## src/rtl/bitscan_pkg.sv

```systemverilog
// Shared types and helpers for the bitscan encoder: FSM state enum and index-width function.
package bitscan_pkg;

    typedef enum logic {
        IDLE = 1'b0,
        EMIT = 1'b1
    } state_t;

    function automatic int idx_width(input int n);
        return (n <= 2) ? 1 : $clog2(n);
    endfunction

endpackage

```

## src/rtl/bitscan_encoder_prio_enc.sv

```systemverilog
// Combinational priority encoder: index of the first set bit scanning from bit 0
// (MSB_FIRST=0) or from bit N-1 (MSB_FIRST=1), plus an any-bit-set flag.
module prio_enc
    import bitscan_pkg::*;
#(
    parameter int N         = 8,
    parameter int W         = idx_width(N),
    parameter bit MSB_FIRST = 1'b0
) (
    input  logic [N-1:0] i_vec,
    output logic [W-1:0] o_idx,
    output logic         o_any
);

    always_comb begin
        o_idx = '0;
        o_any = |i_vec;
        // Scan toward the preferred end so the last match wins.
        if (MSB_FIRST) begin
            for (int i = 0; i < N; i++) begin
                if (i_vec[i]) o_idx = W'(i);
            end
        end else begin
            for (int i = N - 1; i >= 0; i--) begin
                if (i_vec[i]) o_idx = W'(i);
            end
        end
    end

endmodule

```

## src/rtl/bitscan_encoder.sv

```systemverilog
// Sequential bit-scan encoder: accepts an N-bit vector and emits one set-bit index per beat.
// Define BITSCAN_MSB_FIRST_EN to emit highest set bit first (default: lowest first).
module bitscan_encoder
    import bitscan_pkg::*;
#(
    parameter int N = 8,
    parameter int W = idx_width(N)
) (
    input  logic         clk,
    input  logic         rst,
    input  logic         in_valid,
    output logic         in_ready,
    input  logic [N-1:0] in_vec,
    output logic         out_valid,
    input  logic         out_ready,
    output logic [W-1:0] out_idx,
    output logic         out_last,
    output logic         out_none,
    output logic [W:0]   out_seq
);

`ifdef BITSCAN_MSB_FIRST_EN
    localparam bit MSB_FIRST = 1'b1;
`else
    localparam bit MSB_FIRST = 1'b0;
`endif

    localparam logic [N-1:0] ONE = N'(1);

    state_t       r_state;
    logic [N-1:0] r_pend;
    logic [W:0]   r_seq;
    logic         r_zflag;

    logic [W-1:0] w_idx;
    logic         w_any;
    logic         w_last;
    logic [N-1:0] w_clr;

    prio_enc #(
        .N         (N),
        .W         (W),
        .MSB_FIRST (MSB_FIRST)
    ) u_prio_enc (
        .i_vec (r_pend),
        .o_idx (w_idx),
        .o_any (w_any)
    );

    // Every output is a function of registers only; in_ready also gates on rst.
    assign out_idx   = w_any ? w_idx : '0;
    assign w_last    = (r_pend & (r_pend - ONE)) == '0;
    assign w_clr     = ONE << out_idx;
    assign out_last  = w_last;
    assign out_none  = r_zflag;
    assign out_seq   = r_seq;
    assign out_valid = (r_state == EMIT);
    assign in_ready  = (r_state == IDLE) && !rst;

    always_ff @(posedge clk or posedge rst) begin
        if (rst) begin
            r_state <= IDLE;
            r_pend  <= '0;
            r_seq   <= '0;
            r_zflag <= 1'b0;
        end else begin
            case (r_state)
                IDLE: begin
                    if (in_valid) begin
                        r_pend  <= in_vec;
                        r_seq   <= '0;
                        r_zflag <= (in_vec == '0);
                        r_state <= EMIT;
                    end
                end
                EMIT: begin
                    if (out_ready) begin
                        r_pend <= r_pend & ~w_clr;
                        r_seq  <= r_seq + 1'b1;
                        if (w_last) r_state <= IDLE;
                    end
                end
                default: r_state <= IDLE;
            endcase
        end
    end

endmodule

```

## config.mk

```make
export PLATFORM = sky130hd
export DESIGN_NAME = bitscan_encoder
export DESIGN_NICKNAME = d
export VERILOG_FILES = /design/src/rtl/bitscan_pkg.sv /design/src/rtl/bitscan_encoder_prio_enc.sv /design/src/rtl/bitscan_encoder.sv
export SDC_FILE = /design/constraint.sdc
export NUM_CORES = 1
export LEC_CHECK = 0
export ABC_AREA = 1
export CAP_MARGIN = 20
export CORE_MARGIN = 5
export CORE_UTILIZATION = 35
export CTS_CLUSTER_DIAMETER = 60
export DETAILED_ROUTE_END_ITERATION = 6
export PLACE_DENSITY_LB_ADDON = 0.15
export SETUP_SLACK_MARGIN = 0.02
export SYNTH_ARGS = -nofsm -noshare
export SYNTH_HDL_FRONTEND = slang
export SYNTH_SLANG_ARGS = --single-unit
```

## constraint.sdc

```tcl
create_clock -name clk -period 2.7 [get_ports clk]
set_clock_uncertainty 0.1 [all_clocks]
set_input_delay 0.405 -clock clk [delete_from_list [all_inputs] [get_ports clk]]
set_output_delay 0.405 -clock clk [all_outputs]
set_load 0.03 [all_outputs]
```

==> results.sh, run 1 <==
export IMPL_synth_distinct_cells=20
export IMPL_drt_wl_total_um=2120
export IMPL_hold_violations=0
export IMPL_cts_root_buf="clkbuf_4"
export IMPL_cts_tree="built"
export IMPL_post_cts_buffers=0
export IMPL_dp_hpwl_um=1670
export IMPL_final_antenna_net_count=0
export IMPL_avgViaCountPerCell=4.90
export IMPL_layout_cells_non_filler=168
export IMPL_finalSetupViolCount=0
export IMPL_p_per_area_nw_per_um2=1230
export IMPL_design_area_um2=1120
export IMPL_synth_edff_count=0
export IMPL_h_tree_depth=1
export IMPL_critPathLaunchType="flip-flop"
export IMPL_ys_seq_elements=14
export IMPL_status="completed"
export IMPL_drtIter0Drc=18
export IMPL_grt_usage=0.129
export IMPL_cts_sinks=14
export IMPL_insertion_delay_ps=280
export IMPL_maxCapViolCount=0
export IMPL_rsz0062_at_grt="no"
export IMPL_min_period_ps=2420
export IMPL_placementRows=17
export IMPL_clk_pin_slew_ps=80
export IMPL_die_h_um=59.2
export IMPL_holdCritPathClass="flip-flop to flip-flop"
export IMPL_fin_setup_tns_ps=0
export IMPL_cts_path_max_buffers=2
export IMPL_antenna_found_initial=0
export IMPL_gp_congestion=0.839
export IMPL_synthArstFlopShare=1.00
export IMPL_slew_headroom=0.620
export IMPL_total_power_w=0.00138
export IMPL_postCtsHoldBufs=0
export IMPL_yosysMostFrequentCell="nand2_1"
export IMPL_yosysTopAreaCell="dfrtp_1"
export IMPL_synth_top_flop_cell="dfrtp_1"
export IMPL_drive_gt1_frac=0.0786
export IMPL_drt_wirelength_per_cell_um=12.6
export IMPL_area_growth_pct=31.7
export IMPL_placed_area_um2=1090
export IMPL_cpPeakStageDelay_ps=680
export IMPL_fin_crit_sh=0.897
export IMPL_syn_nets=129
export IMPL_ir_drop_mv=0.577
export IMPL_drc=0
export IMPL_gr_total_overflow=0
export IMPL_yosysSeqAreaShare=0.413
export IMPL_insertedDiodeCount=0
export IMPL_start_util=0.376
export IMPL_netlist_top_cells_count="nand2_1, inv_1, dfrtp_1, o21ai_0, nand3_1"
export IMPL_yosys_top_cells_area="dfrtp_1, nand2_1, inv_1"
export IMPL_ioPinCount=23
export IMPL_grt_pass1_wl_um=3440
export IMPL_dp_cells=165
export IMPL_cp_arrival_ps=1920
export IMPL_synth_area_um2=848
export IMPL_worstPathCellList="inv_1 -> a21oi_1 -> o21ai_0 -> nand2_1 -> a21oi_1 -> clkdlybuf4s50_1"
export IMPL_worst_path_max_fanout=4
export IMPL_final_max_slew_viol_count=0
export IMPL_hold_slack_ps=370
export IMPL_cpLargestDelayFamily="buffers and inverters"
export IMPL_setup_worst_path_end_class="primary output"
export IMPL_grt_pass1_vias=817
export IMPL_final_nets=155
export IMPL_yosys_area_top_type_share=0.413
export IMPL_grt_max_degree=15
export IMPL_die_area_um2=3510
export IMPL_die_w_um=59.2
export IMPL_ys_warn_count=0
export IMPL_cp_common_cell="a21oi_1"
export IMPL_coreArea_um2=2250
export IMPL_slowest_stage="clkdlybuf4s50_1"
export IMPL_critPathKind="flip-flop to primary output"
export IMPL_path_buf_inv=2
export IMPL_syn_inst=116
export IMPL_vias=824
export IMPL_cts_buffers=3
export IMPL_synth_area_per_cell_um2=7.31
export IMPL_dr_pass1_iters=5
export IMPL_p_leak_nw=0.558
export IMPL_cp_required_ps=2190
export IMPL_port_buffers=22
export IMPL_tightest_slew_ps=570
export IMPL_max_freq_ghz=0.413
==> area by class of cell <==
type,instances,area (um^2)
fillers,239,1140
multi-input cells,82,415
flip-flops and latches,14,350
repair buffers,22,223
inverters,19,71.3
well taps,28,35.0
clock buffers,3,22.5
==> sequential cells by signal, indices dropped and copies added (netlist names) <==
register,flops
r_pend,8
out_seq,4
out_none,1
out_valid,1
==> stage by stage <==
step                       util  worst slack, ps
after floorplan               -             1000
after global placement    0.484              438
after detailed placement  0.484              420
after CTS                 0.494             94.5
after global routing      0.496              110
final                     0.496              277
==> routing by layer <==
metal  vias up  part of all wire  track usage
met3         2             0.065       0.0566
met5         -                 0            0
met2        21              0.45        0.203
met1       373              0.48        0.161
met4         0            0.0047       0.0324
li1        428                 -            -
==> final timing paths <==
check,from,depth (start not counted),endpoint,slack [ps]
min in group asynchronous,rst,2,out_valid,410
max in group asynchronous,rst,2,out_none,1720
min,out_seq[3],1,out_seq[3],370
max reg2reg,out_valid,6,r_pend[7],1230
min reg2reg,out_seq[3],1,out_seq[3],370
max,r_pend[6],6,out_idx[0],280
==> timing repair <==
item                                    4_1_cts  5_1_grt
resized for setup                             0        1
endpoints found under the setup margin        0        1
endpoints found under the hold margin         0        0
==> cell families after synthesis <==
kind of cell	after synthesis	synth area share
buffers and inverters	20	0.0973
adders and majority gates	1	0.0147
AOI/OAI and AO/OA	26	0.168
DFF	14	0.413
and+or+nand+nor	55	0.307
==> cells in the final DEF, fill, tap and decap left out <==
cell type	instances
inv_2	2
nor3_1	1
clkdlybuf4s50_1	21
a21oi_1	7
nand2_4	1
ha_1	1
inv_1	17
nor4_1	2
dfrtp_1	14
clkbuf_4	3
nand2_1	29
o21ai_0	11
o21ai_1	3
a22o_1	1
nor2_2	1
dlymetal6s2s_1	1
a22oi_1	3
nor2_4	3
a31oi_1	1
and2_2	1
nand3_1	9
nor2_1	8
==> where the power goes <==
part | internal (W) | switching, W
combinational | 0.000344 | 0.000523
sequential | 0.000294 | 0.0000986
clock | 0.0000518 | 0.0000673
Power figures use the tool's default switching activity.
==> run 2, diff against run 1 <==
--- a/config.mk
+++ b/config.mk
@@ -6,7 +6,7 @@
 export NUM_CORES = 1
 export LEC_CHECK = 0
 export ABC_AREA = 1
-export CAP_MARGIN = 20
+export CAP_MARGIN = 15
 export CORE_MARGIN = 5
 export CORE_UTILIZATION = 35
 export CTS_CLUSTER_DIAMETER = 60
==> results of run 2 <==
Final layout, timing and power as in run 1 (identical DEF).
